<file path="src/rtl/rx_uart_if.sv">
// Bus-side handshake bundle for the console UART receiver: divisor, pop
// request, FIFO head and the one-cycle error pulses.
`timescale 1ns/1ps

interface rx_uart_if;
   logic [15:0] div;
   logic        rd;
   logic [7:0]  rx_data;
   logic        rx_valid;
   logic        frame_err;
   logic        overrun;

   modport master (
      output div,
      output rd,
      input  rx_data,
      input  rx_valid,
      input  frame_err,
      input  overrun
   );

   modport slave (
      input  div,
      input  rd,
      output rx_data,
      output rx_valid,
      output frame_err,
      output overrun
   );
endinterface

</file>
<file path="src/rtl/rx_uart.sv">
// 8N1 serial receiver: two-flop synchronizer, mid-bit sampling FSM and a
// show-ahead receive FIFO. Shares the transmitter's divisor programming.
`timescale 1ns/1ps

module rx_uart #(
   parameter int unsigned SYSTEM_CLK = 100_000_000,
   parameter int unsigned BAUDRATE   = 9600,
   parameter int unsigned FIFO_DEPTH = 4
) (
   input  logic      clk,
   input  logic      resetn,
   input  logic      rx_in,
   rx_uart_if.slave  bus
);

   localparam int unsigned AW      = $clog2(FIFO_DEPTH);
   localparam logic [15:0] DEF_CPS = 16'((SYSTEM_CLK + BAUDRATE / 2) / BAUDRATE);
   localparam logic [AW:0] PTR_ONE = (AW + 1)'(1);

   typedef enum logic [2:0] {
      ST_IDLE  = 3'd0,
      ST_START = 3'd1,
      ST_DATA  = 3'd2,
      ST_STOP  = 3'd3,
      ST_BREAK = 3'd4
   } state_t;

   // Divisors below 4 leave no room for a usable half-bit offset.
   function automatic logic [15:0] cps_f(input logic [15:0] d);
      logic [15:0] c;
      if (d == 16'd0) begin
         c = DEF_CPS;
      end else if (d < 16'd4) begin
         c = 16'd4;
      end else begin
         c = d;
      end
      return c;
   endfunction

   logic        s1_r;
   logic        rx_s_r;
   state_t      state_r;
   logic [15:0] cnt_r;
   logic [2:0]  bit_idx_r;
   logic [7:0]  shift_r;
   logic        frame_err_r;

   logic [15:0] cps_s;
   logic [15:0] half_s;
   logic        push_s;

   logic [7:0]  mem_r [FIFO_DEPTH];
   logic [AW:0] wr_ptr_r;
   logic [AW:0] rd_ptr_r;
   logic [AW:0] wr_ptr_nxt_s;
   logic [AW:0] rd_ptr_nxt_s;
   logic        full_s;
   logic        pop_s;
   logic        wr_en_s;
   logic        ovf_s;
   logic [7:0]  rx_data_r;
   logic        rx_valid_r;
   logic        overrun_r;

   // Bit timing and end-of-frame push strobe.
   always_comb begin
      cps_s  = cps_f(bus.div);
      half_s = cps_s >> 1;
      push_s = (state_r == ST_STOP) && (cnt_r == 16'd0) && rx_s_r;
   end

   // Two-flop synchronizer for the asynchronous serial line.
   always_ff @(posedge clk) begin
      if (!resetn) begin
         s1_r   <= 1'b1;
         rx_s_r <= 1'b1;
      end else begin
         s1_r   <= rx_in;
         rx_s_r <= s1_r;
      end
   end

   // Frame recovery FSM: counter loads place every sample at mid-bit.
   always_ff @(posedge clk) begin
      if (!resetn) begin
         state_r     <= ST_IDLE;
         cnt_r       <= 16'd0;
         bit_idx_r   <= 3'd0;
         shift_r     <= 8'd0;
         frame_err_r <= 1'b0;
      end else begin
         frame_err_r <= 1'b0;
         if (cnt_r != 16'd0) begin
            cnt_r <= cnt_r - 16'd1;
         end
         case (state_r)
            ST_IDLE: begin
               if (!rx_s_r) begin
                  cnt_r   <= half_s - 16'd1;
                  state_r <= ST_START;
               end
            end
            ST_START: begin
               if (cnt_r == 16'd0) begin
                  if (!rx_s_r) begin
                     bit_idx_r <= 3'd0;
                     cnt_r     <= cps_s - 16'd1;
                     state_r   <= ST_DATA;
                  end else begin
                     state_r <= ST_IDLE;
                  end
               end
            end
            ST_DATA: begin
               if (cnt_r == 16'd0) begin
                  shift_r   <= {rx_s_r, shift_r[7:1]};
                  bit_idx_r <= bit_idx_r + 3'd1;
                  cnt_r     <= cps_s - 16'd1;
                  if (bit_idx_r == 3'd7) begin
                     state_r <= ST_STOP;
                  end
               end
            end
            ST_STOP: begin
               // Leave at mid-stop so a start bit right behind it is caught.
               if (cnt_r == 16'd0) begin
                  if (rx_s_r) begin
                     state_r <= ST_IDLE;
                  end else begin
                     frame_err_r <= 1'b1;
                     state_r     <= ST_BREAK;
                  end
               end
            end
            ST_BREAK: begin
               if (rx_s_r) begin
                  state_r <= ST_IDLE;
               end
            end
            default: begin
               state_r <= ST_IDLE;
            end
         endcase
      end
   end

   // FIFO bookkeeping; a same-cycle pop frees the slot a full push needs.
   always_comb begin
      full_s  = (wr_ptr_r[AW] != rd_ptr_r[AW]) &&
                (wr_ptr_r[AW-1:0] == rd_ptr_r[AW-1:0]);
      pop_s   = bus.rd & rx_valid_r;
      wr_en_s = push_s & (~full_s | pop_s);
      ovf_s   = push_s & full_s & ~pop_s;
      if (wr_en_s) begin
         wr_ptr_nxt_s = wr_ptr_r + PTR_ONE;
      end else begin
         wr_ptr_nxt_s = wr_ptr_r;
      end
      if (pop_s) begin
         rd_ptr_nxt_s = rd_ptr_r + PTR_ONE;
      end else begin
         rd_ptr_nxt_s = rd_ptr_r;
      end
   end

   // FIFO storage with registered head byte, valid flag and overrun pulse.
   always_ff @(posedge clk) begin
      if (!resetn) begin
         mem_r      <= '{default: 8'd0};
         wr_ptr_r   <= '0;
         rd_ptr_r   <= '0;
         rx_data_r  <= 8'd0;
         rx_valid_r <= 1'b0;
         overrun_r  <= 1'b0;
      end else begin
         if (wr_en_s) begin
            mem_r[wr_ptr_r[AW-1:0]] <= shift_r;
         end
         wr_ptr_r   <= wr_ptr_nxt_s;
         rd_ptr_r   <= rd_ptr_nxt_s;
         rx_valid_r <= (wr_ptr_nxt_s != rd_ptr_nxt_s);
         overrun_r  <= ovf_s;
         // Head bypass: a byte written into the slot that becomes the head.
         if (wr_en_s && (wr_ptr_r[AW-1:0] == rd_ptr_nxt_s[AW-1:0])) begin
            rx_data_r <= shift_r;
         end else begin
            rx_data_r <= mem_r[rd_ptr_nxt_s[AW-1:0]];
         end
      end
   end

   assign bus.rx_data   = rx_data_r;
   assign bus.rx_valid  = rx_valid_r;
   assign bus.frame_err = frame_err_r;
   assign bus.overrun   = overrun_r;

endmodule

</file>
<file path="src/flat_wrapper.sv">
// flat-port wrapper written by rule: the top's interface ports become plain ports
module rx_uart_flat 
#(
   parameter int unsigned SYSTEM_CLK = 100_000_000,
   parameter int unsigned BAUDRATE   = 9600,
   parameter int unsigned FIFO_DEPTH = 4
)
  (clk, resetn, rx_in, bus_div, bus_rd, bus_rx_data, bus_rx_valid, bus_frame_err, bus_overrun);
  rx_uart_if bus_i ();
  input  logic clk;
  input  logic resetn;
  input  logic rx_in;
  input wire logic [$bits(bus_i.div)-1:0] bus_div;
  input wire logic [$bits(bus_i.rd)-1:0] bus_rd;
  output wire logic [$bits(bus_i.rx_data)-1:0] bus_rx_data;
  output wire logic [$bits(bus_i.rx_valid)-1:0] bus_rx_valid;
  output wire logic [$bits(bus_i.frame_err)-1:0] bus_frame_err;
  output wire logic [$bits(bus_i.overrun)-1:0] bus_overrun;
  assign bus_i.div = bus_div;
  assign bus_i.rd = bus_rd;
  assign bus_rx_data = bus_i.rx_data;
  assign bus_rx_valid = bus_i.rx_valid;
  assign bus_frame_err = bus_i.frame_err;
  assign bus_overrun = bus_i.overrun;
  rx_uart #(.SYSTEM_CLK(SYSTEM_CLK), .BAUDRATE(BAUDRATE), .FIFO_DEPTH(FIFO_DEPTH)) u_core (.clk(clk), .resetn(resetn), .rx_in(rx_in), .bus(bus_i));
endmodule
</file>
<file path="config.mk">
export PLATFORM = sky130hd
export DESIGN_NAME = rx_uart_flat
export DESIGN_NICKNAME = d
export VERILOG_FILES = /design/src/rtl/rx_uart_if.sv /design/src/rtl/rx_uart.sv /design/src/flat_wrapper.sv
export SDC_FILE = /design/constraint.sdc
export NUM_CORES = 1
export LEC_CHECK = 0
export BUFFER_PORTS_ARGS = -buffer_cell sky130_fd_sc_hd__buf_2
export CORE_ASPECT_RATIO = 0.6
export CORE_MARGIN = 2
export CORE_UTILIZATION = 40
export CTS_CLUSTER_DIAMETER = 200
export CTS_CLUSTER_SIZE = 10
export DETAILED_ROUTE_END_ITERATION = 7
export PLACE_DENSITY_LB_ADDON = 0.1
export REMOVE_ABC_BUFFERS = 1
export SYNTH_ARGS = -nofsm -noshare
export SYNTH_HDL_FRONTEND = slang
export SYNTH_SLANG_ARGS = --single-unit
</file>
<file path="constraint.sdc">
create_clock -name clk -period 8.6 [get_ports clk]
set_input_delay 0.43 -clock clk [delete_from_list [all_inputs] [get_ports clk]]
set_output_delay 0.43 -clock clk [all_outputs]
set_load 0.03 [all_outputs]
</file>
==> results.toml, run 1 <==
[outcome]
status = "finished, final reports clean"

[grt]
grt_max_degree = 66
grt_use_total_pct = 20.6
grt_pass1_wl_um = 19600
grt-ovfl-total = 0
grt_pass1_vias = 3671
antenna_found_initial = 0

[cells_and_area]
antenna_cells = 0
synthToLayoutAreaGrowth_pct = 12.7
fin_nets = 603
finalInstanceArea_um2 = 5130
drive_gt1_share_pct = 12.5

[clocking]
cts_sinks = 81
postCtsSetupRepairBufs = 0
clk_pin_slew_ns = 0.06
cts_resized = 0
postCtsHoldBufs = 0
cts_buffers = 9
clk_path_buf_depth = 2
clk_latency_ns = 0.33
htreeDepth = 3
cts_root_buf = "clkbuf_16"
cts_tree = "done"

[routing]
dr_total_vias = 4099
vias_per_cell = 5.69
first_pass_iters = 5
ant_nets = 0
drtIter0Drc = 351
wl_per_cell_um = 17.1
wl_um = 12300
post-route-drc-count = 0

[critical_path]
worstPathMaxFanout = 8
critical_path.top_delay_family = "simple AND/OR/NAND/NOR gates"
r2r_start = "u_core.cnt_r[6]$_SDFF_PN0_"
cp_num_buf_inv = 1
arrival_ns = 4.27
crit_path_start_kind = "input port"
critPathKind = "input port to register"
crit_path_cell_trace = "buf_2 -> nor4_1 -> nand4_1 -> o21ai_0 -> ha_1 -> nand2b_1 -> or2_2 -> nor4b_1 -> xnor2_1 -> o22ai_1 -> o21a_1"
critPathCaptureType = "register"
cpPeakStageDelay_ns = 1.07
cp.required_ns = 8.83
crit_start = "bus_div[11]"
cp_slowest_cell = "nor4_1"

[logic_synthesis]
seq_area_frac_synth_pct = 35.7
syn_inst = 560
synth_top_area_cell = "dfxtp_1"
netlist_top_cells_count = "nand2_1 (91), dfxtp_1 (81), nor2_1 (51)"
synthArstFlopShare_pct = 0
syn_area_um2 = 4550
synthMostInstantiatedCell = "nand2_1"
synth.top_cell.area_share_pct = 35.7
synth_area_leaders = "dfxtp_1 (36%), nand2_1 (7.5%), a21oi_1 (5.5%)"
ys.flop_type = "dfxtp_1"
ys_ff_latch = 81
synth.distinct_cells = 59
yosysWarnings = 0
avgSynthCellArea_um2 = 8.12
synth-edff-count = 0

[floorplanning]
coreArea_um2 = 11200
io_pins = 31
start_util_pct = 40.6
die_w_um = 142
die-area_um2 = 12300
die_h_um = 86.6
num_rows = 30

[sta]
rsz0062_at_grt = "false"
slew_viol_final = 0
final.period_utilization_pct = 46.9
whs_ns = 0.272
fin_ws_ns = 4.56
fin_skew_ns = 0.00472
setup-tns-final_ns = 0
worst_pin_slew_ns = 1.27
fmax_mhz = 248
relSlewSlack_pct = 14.7
finalSetupViolCount = 0
hold_violations = 0
fin_crit_ns = 4.04

[place]
dp_hpwl_um = 8740
pre_cts_slack_ns = 4.40
place_area_um2 = 4780
place.gp.congestion = 0.907
numPortBuffers = 30

[power_and_ir_drop]
peakVddDrop_mv = 0.106
powerDensity_nw_per_um2 = 251
p_leak_nw = 1.85
p_total_mw = 1.29

[min_path]
worstHoldPathType = "input port to register"
hold_start = "rx_in"

[flow_run]
maxCapViolations = 0
==> stage by stage <==
stage               instances  util (%)
floorplan                 523         -
global placement          705      42.8
detailed placement        705      42.8
CTS                       720      45.8
global route              720      45.8
finish                    720      45.8
==> area by class of cell <==
class                      instances  area (um2)
clock buffer                      10         239
clock inverter                     5         104
fill                            1122        6060
inverter                          11        41.3
multi-input combinational        431        2730
sequential                        81        1620
tap                              144         180
timing repair buffer              38         210
==> where the power goes <==
group          leakage (nW)  switching, mW  total, mW  internal (mW)
sequential            0.655         0.0348      0.443          0.408
combinational          1.02          0.233      0.403          0.170
clock                 0.169          0.151      0.441          0.290
total                  1.85          0.419       1.29          0.868
==> layout by cell type, fill, tap and decap left out, drive strengths merged, types with 11 or more instances in the layout <==
cell,n
nor3,16
mux2i,24
dfxtp,81
o21ai,16
a21oi,50
ha,11
xor2,13
nor4,20
inv,11
xnor2,20
nand2,91
buf,38
nor2,51
==> metal layers <==
| layer | up-vias | share of wire [%] | track usage, % |
|---|---|---|---|
| li1 | 2031 | - | - |
| met1 | 1929 | 54 | 32.9 |
| met2 | 135 | 39 | 27.5 |
| met3 | 4 | 7.0 | 4.59 |
| met4 | 0 | 0.25 | 4.45 |
| met5 | - | 0 | 0 |
==> cells by family (layout without fill, tap and decap cells) <==
kind of cell,after synthesis,count (layout),share of synthesized area (%)
and+or+nand+nor,238,238,25.2
muxes,32,32,9.25
AOI/OAI and AO/OA,117,117,16.1
buffers and inverters,48,64,4.43
adders and majority gates,11,11,3.03
xor gates and xnor gates,33,33,6.36
DFF,81,81,35.7
==> path summary, 6_finish.rpt <==
kind	endpoint	slack, ns	depth (start not counted)
setup / recovery	u_core.cnt_r[14]$_SDFF_PN0_	4.56	11
hold / removal	u_core.s1_r$_SDFF_PN1_	0.27	2
setup reg to reg	u_core.bus.rx_data[1]$_SDFF_PN0_	4.70	6
hold reg to reg	u_core.rx_s_r$_SDFF_PN1_	0.41	1
==> sequential cells by signal (all words and copies together) (netlist names) <==
register,count
u_core.bus.overrun,1
u_core.state_r,3
u_core.cnt_r,16
u_core.rx_s_r,1
u_core.rd_ptr_r,3
u_core.bus.rx_data,8
u_core.bit_idx_r,3
u_core.mem_r,32
u_core.s1_r,1
u_core.bus.rx_valid,1
u_core.wr_ptr_r,3
u_core.bus.frame_err,1
u_core.shift_r,8
Note: power is estimated with default switching activity, not from simulation.
==> run 2, diff against run 1 <==
--- a/config.mk
+++ b/config.mk
@@ -5,6 +5,7 @@
 export SDC_FILE = /design/constraint.sdc
 export NUM_CORES = 1
 export LEC_CHECK = 0
+export ABC_AREA = 1
 export BUFFER_PORTS_ARGS = -buffer_cell sky130_fd_sc_hd__buf_2
 export CORE_ASPECT_RATIO = 0.6
 export CORE_MARGIN = 2
==> constraint.sdc (replaced) <==
create_clock -name clk -period 4.2 [get_ports clk]
set_input_delay 0.21 -clock clk [delete_from_list [all_inputs] [get_ports clk]]
set_output_delay 0.21 -clock clk [all_outputs]
set_load 0.03 [all_outputs]
==> run 2 against run 1 <==
Area after synthesis rose by 7.1%; synthesized cell count increased by 27%; clock skew rose by 0.0023 ns; wire length rose by 5.9%; die area increased by 6.8%; core utilization down 0.86 points; critical path type is now register to register; critical endpoint is now u_core.cnt_r[10]$_SDFF_PN0_.
==> results.toml, run 2 <==
[outcome]
status = "finished, final reports clean"

[grt]
grt_use_total_pct = 20.8
grt_pass1_vias = 4182
grt_pass1_wl_um = 21500
grt-ovfl-total = 0
antenna_found_initial = 0
grt_max_degree = 58

[sta]
finalSetupViolCount = 0
relSlewSlack_pct = 39.3
fmax_mhz = 414
rsz0062_at_grt = "false"
setup-tns-final_ns = 0
fin_skew_ns = 0.00701
slew_viol_final = 0
final.period_utilization_pct = 57.5
fin_crit_ns = 2.42
hold_violations = 0
worst_pin_slew_ns = 0.911

[routing]
wl_per_cell_um = 14.4
dr_total_vias = 4661
wl_um = 13000
drtIter0Drc = 345
ant_nets = 0
vias_per_cell = 5.16
first_pass_iters = 5
post-route-drc-count = 0

[place]
dp_hpwl_um = 9520
place_area_um2 = 5080
place.gp.congestion = 0.878
dp.cells = 887
numPortBuffers = 30

[cells_and_area]
antenna_cells = 0
finalInstanceArea_um2 = 5390
final_cell_mix = "nand2_1 (134), dfxtp_1 (81), inv_1 (79)"
final_common_cell = "nand2_1"
largest_reg_flops = 32
fin_cells = 903
synthToLayoutAreaGrowth_pct = 10.7
regMostFlops = "u_core.mem_r"
drive_gt1_share_pct = 12.7
fin_nets = 764
largestRegisters = "u_core.mem_r (32), u_core.cnt_r (16)"

[logic_synthesis]
synth_top_family_by_area = "simple AND/OR/NAND/NOR gates"
syn_area_um2 = 4870
ys.flop_type = "dfxtp_1"
synth_xor_area_share_pct = 4.45
synth_area_leaders = "dfxtp_1 (33%), nand2_1 (10%), o21ai_0 (8.0%)"
synth.distinct_cells = 48
synthArstFlopShare_pct = 0
synth_mux_area_share_pct = 0.206
yosysWarnings = 0
synth.top_cell.area_share_pct = 33.3
synth-edff-count = 0
synth-simple-area-share_pct = 31.8
synth_compound_area_share_pct = 17.6
netlist_top_cells_count = "nand2_1 (134), dfxtp_1 (81), inv_1 (79)"
synth_top_area_cell = "dfxtp_1"
syn_inst = 713
ys_ff_latch = 81
avgSynthCellArea_um2 = 6.83
seq_area_frac_synth_pct = 33.3
synthAdderAreaFrac_pct = 2.83
synthMostInstantiatedCell = "nand2_1"

[min_path]
holdPathStages = 2
worstHoldPathType = "input port to register"

[clocking]
cts_sinks = 81
clk_pin_slew_ns = 0.07
cts_buffers = 9
postCtsSetupRepairBufs = 0
postCtsHoldBufs = 0
cts_resized = 0
clk_path_buf_depth = 2
cts_root_buf = "clkbuf_16"
cts_tree = "done"
clk_latency_ns = 0.34
htreeDepth = 3

[power_and_ir_drop]
peakVddDrop_mv = 0.248
powerDensity_nw_per_um2 = 534
p_leak_nw = 2.41

[critical_path]
critPathKind = "register to register"
crit_path_cell_trace = "inv_1 -> ha_1 -> inv_1 -> nor2_4 -> nand2_4 -> nor2_8 -> inv_2 -> nor2_1 -> nand3_1 -> nand3_1 -> nand2_1 -> inv_1"
reg2regPathDepth = 12
cp.depth = 12
cp_num_buf_inv = 4
crit_path_start_kind = "register"
arrival_ns = 2.71
critPathCaptureType = "register"
critical_path.top_delay_family = "simple AND/OR/NAND/NOR gates"
worstPathMaxFanout = 12
cp.required_ns = 4.49
cp_slowest_cell = "nor2_1"
cpPeakStageDelay_ns = 0.62
path_common_cell = "inv_1"

[floorplanning]
die_h_um = 89.5
num_rows = 31
coreArea_um2 = 12000
io_pins = 31
die_w_um = 146
die-area_um2 = 13100
start_util_pct = 40.6

[flow_run]
maxCapViolations = 0
-- run 2: metal layers --
metal	vias up	part of all wire, %	GRT usage, %	wire [um]
met5	-	0	0	0
met4	0	0.76	3.80	99
met3	11	8.2	6.43	1070
met2	144	37	28.0	4830
met1	2122	54	32.0	7020
li1	2384	-	-	-
-- run 2: stage by stage --
step / hold slack, ns / setup WS, ns / utilization [%] / total power, mW
5_1_grt: 0.0471 / 1.46 / 45.0 / 3.08
4_1_cts: 0.0419 / 1.79 / 45.0 / 2.88
2_1_floorplan: 0.308 / 2.23 / - / 1.80
6_report: 0.0534 / 1.78 / 45.0 / 2.88
3_3_place_gp: 0.394 / 1.57 / 42.4 / 2.08
3_5_place_dp: 0.400 / 1.56 / 42.4 / 2.06
-- run 2: worst paths after layout --
check	startpoint	to	slack [ns]
max	u_core.cnt_r[0]$_SDFF_PN0_	u_core.cnt_r[10]$_SDFF_PN0_	1.78
min	rx_in	u_core.s1_r$_SDFF_PN1_	0.05
max reg2reg	u_core.cnt_r[0]$_SDFF_PN0_	u_core.cnt_r[10]$_SDFF_PN0_	1.78
min reg2reg	u_core.s1_r$_SDFF_PN1_	u_core.rx_s_r$_SDFF_PN1_	0.41
-- run 2: layout make-up --
class | instances | area, um2
Clock inverter | 6 | 66.3
Tap cell | 165 | 206
Timing Repair Buffer | 31 | 158
Clock buffer | 10 | 239
Multi-Input combinational cell | 525 | 2770
Fill cell | 1238 | 6600
Sequential cell | 81 | 1620
Inverter | 85 | 329
-- run 2: cells by family (layout without fill, tap and decap cells) --
group / Yosys count / count (layout)
xor+xnor: 23 / 23
mux: 1 / 1
buf+inv: 107 / 132
fa+ha+maj: 11 / 11
compound gates: 161 / 161
flops: 81 / 81
simple gates: 329 / 329
-- run 2: worst reg2reg max path, cell delays in order, from the launching register on --
cell	delay (ns)
dfxtp_1	0.35
inv_1	0.11
ha_1	0.23
inv_1	0.12
nor2_4	0.17
nand2_4	0.09
nor2_8	0.15
inv_2	0.12
nor2_1	0.62
nand3_1	0.18
nand3_1	0.11
nand2_1	0.05
inv_1	0.07
-- run 2: report_power, final --
group          leakage, nW  switching [mW]  internal (mW)  total [mW]
sequential           0.656          0.0871          0.852       0.939
combinational         1.61           0.739          0.391        1.13
clock                0.141           0.329          0.478       0.807
==> run 3, diff against run 2 <==
==> constraint.sdc (replaced) <==
create_clock -name clk -period 2.15 [get_ports clk]
set_input_delay 0.1075 -clock clk [delete_from_list [all_inputs] [get_ports clk]]
set_output_delay 0.1075 -clock clk [all_outputs]
set_load 0.03 [all_outputs]
==> run 3 against run 2 <==
Final cell count is 3.7% higher; core utilization is 2.6 points higher; die area stayed put; first-iteration DRC count is 5.8% lower; design area is 5.9% higher; non-clock buffer count is 33 higher; register-to-register slack worse by 1.6 ns; sequential share of layout area is 1.7 points lower; clock power is 98% higher; critical path type unchanged; largest cell class unchanged; highest routed layer unchanged.
==> results.toml, run 3 (synthesized netlist as in run 2, its figures left out) <==
[sta]
finalSetupViolCount = 0
fin_crit_ns = 1.97
hold_violations = 0
fmax_mhz = 507
fin_skew_ns = 0.00705
slew_viol_final = 0
relSlewSlack_pct = 73.9
final.period_utilization_pct = 91.8
setup-tns-final_ns = 0
worst_pin_slew_ns = 0.392

[routing]
vias_per_cell = 4.99
wl_um = 13200
wl_per_cell_um = 14.1
post-route-drc-count = 0
drtIter0Drc = 325
ant_nets = 0
dr_total_vias = 4668
first_pass_iters = 5

[clocking]
clk_pin_slew_ns = 0.06
clk_path_buf_depth = 2
cts_buffers = 9
cts_sinks = 81
cts_tree = "done"
htreeDepth = 3
clk_latency_ns = 0.34
cts_root_buf = "clkbuf_16"

[grt]
grt-ovfl-total = 0
antenna_found_initial = 0
grt_pass1_vias = 4241
grt_pass1_wl_um = 22000
grt_max_degree = 35
grt_use_total_pct = 21.4

[critical_path]
cp.required_ns = 2.38
critPathCaptureType = "register"
cp_slowest_cell = "dfxtp_1"
crit_path_cell_trace = "inv_1 -> ha_2 -> inv_1 -> nor2_4 -> nand2_4 -> nor2_8 -> inv_2 -> nand2_1 -> nand3_1 -> buf_6 -> nand3_1 -> nand3_1 -> nand2_1 -> inv_1"
crit_path_start_kind = "register"
cpPeakStageDelay_ns = 0.31
worstPathMaxFanout = 13
arrival_ns = 2.21
critical_path.top_delay_family = "simple AND/OR/NAND/NOR gates"
critPathKind = "register to register"
cp_num_buf_inv = 5

[min_path]
worstHoldPathType = "input port to register"

[cells_and_area]
synthToLayoutAreaGrowth_pct = 17.1
fin_cells = 936
drive_gt1_share_pct = 16.6
final_common_cell = "nand2_1"
finalInstanceArea_um2 = 5700
antenna_cells = 0
fillers = 1230
final_cell_mix = "nand2_1 (133), dfxtp_1 (81), inv_1 (79)"
largestRegisters = "u_core.mem_r (32), u_core.cnt_r (16)"
post-route-util_pct = 47.6
regMostFlops = "u_core.mem_r"
largest_reg_flops = 32
fin_nets = 797

[place]
place_area_um2 = 5370
dp_hpwl_um = 10100
numPortBuffers = 30
dp.cells = 918
place.gp.congestion = 0.978

[floorplanning]
start_util_pct = 40.6
die-area_um2 = 13100
die_h_um = 89.5
num_rows = 31
die_w_um = 146
coreArea_um2 = 12000
io_pins = 31

[outcome]
status = "finished, final reports clean"

[power_and_ir_drop]
peakVddDrop_mv = 0.689
powerDensity_nw_per_um2 = 1020
p_leak_nw = 2.59

[flow_run]
maxCapViolations = 0
==> run 3: report_power, final <==
part	internal (mW)	switching (mW)
clock	0.950	0.650
combinational	0.902	1.49
sequential	1.66	0.154
total	3.52	2.29
==> run 3: per-stage QoR <==
stage / total power [mW] / hold slack [ns] / setup WS (ns)
finish: 5.81 / 0.169 / 0.176
floorplan: 3.52 / 0.205 / 0.245
global placement: 4.17 / 0.294 / -0.0125
detailed placement: 4.15 / 0.297 / -0.0573
CTS: 5.77 / 0.166 / 0.149
global route: 6.26 / 0.218 / -0.00746
==> run 3: layer usage <==
| layer | track usage, % | part of all wire (%) |
|---|---|---|
| met5 | 0 | 0 |
| met3 | 5.66 | 8.6 |
| met2 | 28.3 | 35 |
| met1 | 34.1 | 56 |
| met4 | 3.35 | 0.48 |
==> run 3: worst paths after layout <==
path | from | to | slack, ns | cells past startpoint
hold reg to reg | u_core.s1_r$_SDFF_PN1_ | u_core.rx_s_r$_SDFF_PN1_ | 0.42 | 1
hold / removal | bus_div[15] | u_core.cnt_r[15]$_SDFF_PN0_ | 0.17 | 4
setup / recovery | u_core.cnt_r[0]$_SDFF_PN0_ | u_core.cnt_r[14]$_SDFF_PN0_ | 0.18 | 14
setup reg to reg | u_core.cnt_r[0]$_SDFF_PN0_ | u_core.cnt_r[14]$_SDFF_PN0_ | 0.18 | 14
==> run 3: worst min-delay path: stages <==
cell and delay (ns):
buf_2 0.11, nand3_1 0.07, nand3_1 0.09, a21oi_1 0.07
==> run 3: area by class of cell <==
class	instances	area [um2]	area share [%]
multi-input cells	525	2770	48.6
clock inverters	6	72.6	1.27
inverters	85	329	5.77
well taps	165	206	3.62
clock buffers	10	239	4.19
repair buffers	64	462	8.09
flip-flops and latches	81	1620	28.4
==> run 3: what timing repair did <==
item	CTS	global route
buffers inserted	0	1
gates resized for setup	0	4
endpoints found under the hold margin	1	0
setup endpoints to repair	0	14
hold buffers	1	0
